[config.mk]
export PLATFORM = sky130hd
export DESIGN_NAME = mem_mch_ctrl
export DESIGN_NICKNAME = d
export VERILOG_FILES = /design/src/rtl/mem_mch_ctrl.sv
export SDC_FILE = /design/constraint.sdc
export NUM_CORES = 2
export LEC_CHECK = 0
export ABC_AREA = 1
export CAP_MARGIN = 20
export CORE_ASPECT_RATIO = 1.1
export CORE_MARGIN = 1
export CORE_UTILIZATION = 62
export CTS_BUF_LIST = sky130_fd_sc_hd__clkbuf_8 sky130_fd_sc_hd__clkbuf_16
export DETAILED_ROUTE_END_ITERATION = 16
export PLACE_DENSITY_LB_ADDON = 0.08
export SLEW_MARGIN = 10
export SYNTH_ARGS = -nofsm -noshare
export SYNTH_HDL_FRONTEND = slang
export SYNTH_SLANG_ARGS = --single-unit
[constraint.sdc]
create_clock -name clk_i -period 3.3 [get_ports clk_i]
set_clock_uncertainty 0.1 [all_clocks]
set_input_delay 0.66 -clock clk_i [delete_from_list [all_inputs] [get_ports clk_i]]
set_output_delay 0.66 -clock clk_i [all_outputs]
set_load 0.05 [all_outputs]
[src/rtl/mem_mch_ctrl.sv]
// mem_mch_ctrl: round-robin multi-channel access to a shared byte-maskable memory with fixed-latency responses
module mem_mch_ctrl #(
    parameter int NUM_CH     = 2,
    parameter int MEM_WIDTH  = 32,
    parameter int DEPTH      = 48,
    parameter int ADDR_WIDTH = 6,
    parameter int RD_LAT     = 1
) (
    input  logic                             clk_i,
    input  logic                             rst_i,
    input  logic [NUM_CH-1:0]                valid_i,
    input  logic [NUM_CH-1:0]                wr_rd_en_i,
    input  logic [NUM_CH*ADDR_WIDTH-1:0]     addr_i,
    input  logic [NUM_CH*MEM_WIDTH-1:0]      wdata_i,
    input  logic [NUM_CH*(MEM_WIDTH/8)-1:0]  be_i,
    output logic [NUM_CH-1:0]                ready_o,
    output logic [NUM_CH-1:0]                resp_valid_o,
    output logic [NUM_CH*MEM_WIDTH-1:0]      rdata_o,
    output logic [NUM_CH-1:0]                err_o
);
    localparam int NB = MEM_WIDTH / 8;
    localparam int CW = (NUM_CH > 1) ? $clog2(NUM_CH) : 1;
    localparam int PW = 1 + CW + MEM_WIDTH + 1;
    localparam logic [ADDR_WIDTH:0] DEPTH_W = (ADDR_WIDTH + 1)'(DEPTH);

    logic [MEM_WIDTH-1:0]  mem [DEPTH];
    logic [CW-1:0]         last_q;
    logic [CW-1:0]         gnt;
    logic [CW-1:0]         idx;
    logic                  acc;
    logic [ADDR_WIDTH-1:0] s_addr;
    logic                  s_wr;
    logic [MEM_WIDTH-1:0]  s_wdata;
    logic [NB-1:0]         s_be;
    logic                  in_rng;
    logic [PW-1:0]         in_e;
    logic [PW-1:0]         tail;
    logic                  t_v;
    logic [CW-1:0]         t_ch;
    logic [MEM_WIDTH-1:0]  t_d;
    logic                  t_e;

    // Grant the first requester found after the last granted channel; nothing is granted in reset
    always_comb begin
        ready_o = '0;
        gnt     = last_q;
        acc     = 1'b0;
        idx     = '0;
        for (int i = 1; i <= NUM_CH; i++) begin
            idx = CW'((int'(last_q) + i) % NUM_CH);
            if (rst_i && !acc && valid_i[idx]) begin
                acc          = 1'b1;
                gnt          = idx;
                ready_o[idx] = 1'b1;
            end
        end
    end

    assign s_addr  = addr_i[gnt*ADDR_WIDTH +: ADDR_WIDTH];
    assign s_wr    = wr_rd_en_i[gnt];
    assign s_wdata = wdata_i[gnt*MEM_WIDTH +: MEM_WIDTH];
    assign s_be    = be_i[gnt*NB +: NB];
    assign in_rng  = {1'b0, s_addr} < DEPTH_W;
    assign in_e    = {acc, gnt, (!s_wr && in_rng) ? mem[s_addr] : {MEM_WIDTH{1'b0}}, !in_rng};

    // Byte-masked write on acceptance; out-of-range addresses leave memory untouched
    always_ff @(posedge clk_i) begin
        if (acc && s_wr && in_rng)
            for (int k = 0; k < NB; k++)
                if (s_be[k]) mem[s_addr][k*8 +: 8] <= s_wdata[k*8 +: 8];
    end

    // Remember the last granted channel so channel 0 leads after reset
    always_ff @(posedge clk_i or negedge rst_i) begin
        if (!rst_i) last_q <= CW'(NUM_CH - 1);
        else if (acc) last_q <= gnt;
    end

    generate
        if (RD_LAT == 1) begin : g_bypass
            assign tail = in_e;
        end else begin : g_pipe
            logic [PW-1:0] st [RD_LAT-1];
            // Delay line of {valid, channel, data, err} ahead of the output register
            always_ff @(posedge clk_i or negedge rst_i) begin
                if (!rst_i) begin
                    for (int i = 0; i < RD_LAT - 1; i++) st[i] <= '0;
                end else begin
                    st[0] <= in_e;
                    for (int i = 1; i < RD_LAT - 1; i++) st[i] <= st[i-1];
                end
            end
            assign tail = st[RD_LAT-2];
        end
    endgenerate

    assign t_v  = tail[PW-1];
    assign t_ch = tail[PW-2 -: CW];
    assign t_d  = tail[MEM_WIDTH:1];
    assign t_e  = tail[0];

    // Final response stage: pulse the owning channel, hold data/err until its next response
    always_ff @(posedge clk_i or negedge rst_i) begin
        if (!rst_i) begin
            resp_valid_o <= '0;
            rdata_o      <= '0;
            err_o        <= '0;
        end else begin
            resp_valid_o <= '0;
            if (t_v) begin
                resp_valid_o[t_ch]                     <= 1'b1;
                rdata_o[t_ch*MEM_WIDTH +: MEM_WIDTH]   <= t_d;
                err_o[t_ch]                            <= t_e;
            end
        end
    end
endmodule

==> reports/results.tsv <==
stage	metric	value	unit
synthesis	syn nets	8214	
routing	DRC Markers	0	
critical_path	CP Launch Type	flop	
clock_tree	clock sinks	1605	
layout	proportion of layout cells with a drive suffix above 1	0.104	
clock_tree	Clock Path Buffers	3	
min_path	Hold WC Path Type	flop to flop	
layout	Syn-to-layout area delta	17.0	%
synthesis	Mapped Area	73800	sq um
synthesis	Yosys top cell area share	0.625	
sta	RSZ-0062 raised after global routing	yes	
synthesis	top cells by area, synth	edfxtp_1 (63%), nand2_1 (18%), inv_1 (7.2%)	
critical_path	WS Path Type	flop to flop	
critical_path	FF-to-FF setup slack	-0.05	ns
grt	initial antenna violation count	1	
critical_path	Reg-to-Reg End	mem[22][26]	
outcome	failing checks	setup timing	
critical_path	CP Data Required Time	3.70	ns
critical_path	Setup crit end kind	flop	
power_and_ir_drop	maximum vdd ir drop	0.571	mV
critical_path	Critical R2R Launch	last_q	
die	Die X	331	microns
power_and_ir_drop	Sw Ratio	0.292	
routing	initial DRC count	6001	
layout	most common cell after layout, fill and taps aside	nand2_1	
grt	vias in the first global route	52200	
routing	TritonRoute pass-1 iters	6	
grt	total track usage	0.357	
synthesis	register area share after synthesis	0.649	
routing	WL final	212	mm
synthesis	Synth Area in Compound Gates	0.0161	
synthesis	main combinational cell family by area after synthesis	simple AND/OR/NAND/NOR gates	
critical_path	Critical Path AT	3.75	ns
placement	hpwl dp	140	mm
synthesis	area share of xor/xnor cells in the synthesized design	0	
synthesis	post-synthesis simple-gate area fraction	0.238	
routing	Routed Antenna Nets	0	
routing	vias	54700	
placement	placed cell areas	80700	sq um
synthesis	unique cell type count in the Yosys netlist	27	
critical_path	CP Max Fanout	37	
power_and_ir_drop	Cell Pwr Density	587	nW/um^2
layout	# diodes	0	
grt	grt ovf	0	
synthesis	multiplexer area fraction after synthesis	0.000136	
power_and_ir_drop	Net Sw Power	0.0148	W
sta	worst setup margin	-0.0508	ns
sta	Slew @ Worst Pin	0.850	ns
layout	commonest non-fill, non-tap cells in the layout	nand2_1 (3583), edfxtp_1 (1536), inv_1 (1453)	
sta	# setup viols final	14	
synthesis	dominant cell type by area after synthesis	edfxtp_1	
clock_tree	setup bufs post-CTS	0	
sta	Tmin final	3.35	ns
clock_tree	root buf cell	clkbuf_16	
synthesis	Post-Syn Instances	8124	
power_and_ir_drop	Flop pwr share	0.461	
grt	wire length of the first global-routing pass	316	mm
clock_tree	clock latency on the worst-skew pair	0.80	ns
layout	final instance area	86300	sq um
min_path	WHS Path Cells	2	
sta	final period utilization	1.02	
sta	Hold Violations, Final	0	
die	initial core utilization	0.626	
die	Core Box Area	118000	sq um
power_and_ir_drop	combinational share of power	0.191	
sta	fmax	298	MHz
layout	count of nets after finishing	8577	
placement	port bufs	159	
synthesis	Synth Area in Adders	0	
clock_tree	# H-tree levels	4	
placement	GPL Wtd Cong	0.985	
grt	largest net degree at the start of global routing	71	
power_and_ir_drop	static leakage	40.3	nW
synthesis	YS warnings	0	
routing	Vias/cell	5.39	
die	Die Area	120000	sq um
clock_tree	CTS tree	yes	
clock_tree	Worst-path clk slew	0.07	ns
sta	Final Max Slew Viols	0	
die	die height	364	microns
power_and_ir_drop	Clk pwr share	0.348	
synthesis	register bit total from synthesis	1605	
clock_tree	CTS Buf Count	159	
outcome	outcome	finished with violations	
min_path	hold path endpoint	err_o[0]	
power_and_ir_drop	Internal Dissipation	0.0359	W
sta	max_slew headroom	0.427	
min_path	Hold Path Origin	err_o[0]	
die	I/O pins	160	
routing	drt wl/cell	20.9	microns
sta	WHS	0.434	ns
synthesis	Syn Area/Cell	9.08	sq um
flow_run	Max Cap Viol	0	
critical_path	Reg2Reg Depth	12	
die	Site Rows	132	
worst max-delay path by stage:
stage	from	end	cells after the start
2_1_floorplan	rst_i	mem[36][0]	13
3_3_place_gp	valid_i[0]	mem[44][21]	15
3_5_place_dp	valid_i[0]	mem[44][17]	12
4_1_cts	last_q	mem[28][11]	14
5_1_grt	last_q	mem[38][25]	13
6_report	last_q	mem[22][26]	12
registers in the layout, summed over array words and instances, names as in the netlist:
register,cells
mem,1536
last_q,1
resp_valid_o,2
err_o,2
rdata_o,64
cell families after synthesis:
group / after synthesis
DFF: 1605
buffers and inverters: 1834
AOI/OAI and AO/OA: 232
and+or+nand+nor: 4452
muxes: 1
cell usage after synthesis:
cell      count
nand2_1    3623
edfxtp_1   1536
inv_1      1418
nand3_1     485
nor2_1      292
buf_2       209
clkbuf_1    162
a21oi_1     129
o21ai_0      98
dfrtp_1      68
buf_1        33
nand3b_1     32
inv_2         8
nor3_4        6
nand2_2       4
nor3_2        4
buf_4         3
nor3_1        2
o211ai_1      2
o21ai_2       2
or2_2         2
buf_6         1
dfstp_2       1
mux2i_1       1
nand3_2       1
o21ai_4       1
or2_1         1
stage by stage:
step           setup TNS [ns]  instances  setup WS (ns)  total power (W)   util
2_1_floorplan               0       8124          0.267           0.0288      -
3_3_place_gp          -883.02       9864         -0.933           0.0330  0.684
3_5_place_dp          -915.78       9864         -0.897           0.0331  0.684
4_1_cts                     0      10200       0.000475           0.0505  0.728
5_1_grt                 -1.65      10200        -0.0620           0.0522  0.732
6_report               -0.368      10200        -0.0508           0.0507  0.732
final cells by class:
cell class / instances / area [sq um]
Clock buffer: 165 / 4070
Clock inverter: 122 / 956
Fill cell: 8531 / 31600
Inverter: 1426 / 5370
Multi-Input combinational cell: 4685 / 19400
Sequential cell: 1605 / 47900
Tap cell: 1541 / 1930
Timing Repair Buffer: 610 / 6720
per-layer routing:
metal / routed length (microns) / vias to the layer above / GRT usage
met5: 0 / - / 0
met4: 10700 / 0 / 0.174
met3: 22800 / 453 / 0.0724
met2: 96500 / 2858 / 0.552
met1: 81900 / 25600 / 0.487
li1: - / 25800 / -
critical path, stage by stage, from the launching register on:
cell and delay, ns:
dfstp_2 0.52, inv_1 0.04, nand3_1 0.15, nand2_4 0.14, inv_2 0.14, buf_4 0.43
nand2_1 0.09, nand2_1 0.23, nand2_2 0.18, buf_12 0.22, buf_4 0.18, nor2_1 0.33
buf_4 0.26
repair_timing:
action	CTS	global route
hold endpoints to repair	41	0
pin swaps	0	0
cloned	0	1
setup endpoints to repair	397	1107
hold buffers	2	0
resized for setup	56	130
power groups by stage:
stage | Clock, W | Combinational, W | Sequential [W]
finish | 0.0176 | 0.00968 | 0.0233
global route | 0.0185 | 0.0103 | 0.0233
global placement | 0 | 0.00928 | 0.0237
floorplan | 0 | 0.00435 | 0.0245
CTS | 0.0177 | 0.00945 | 0.0233
detailed placement | 0 | 0.00937 | 0.0237
Note: power is estimated with default switching activity, not from simulation.
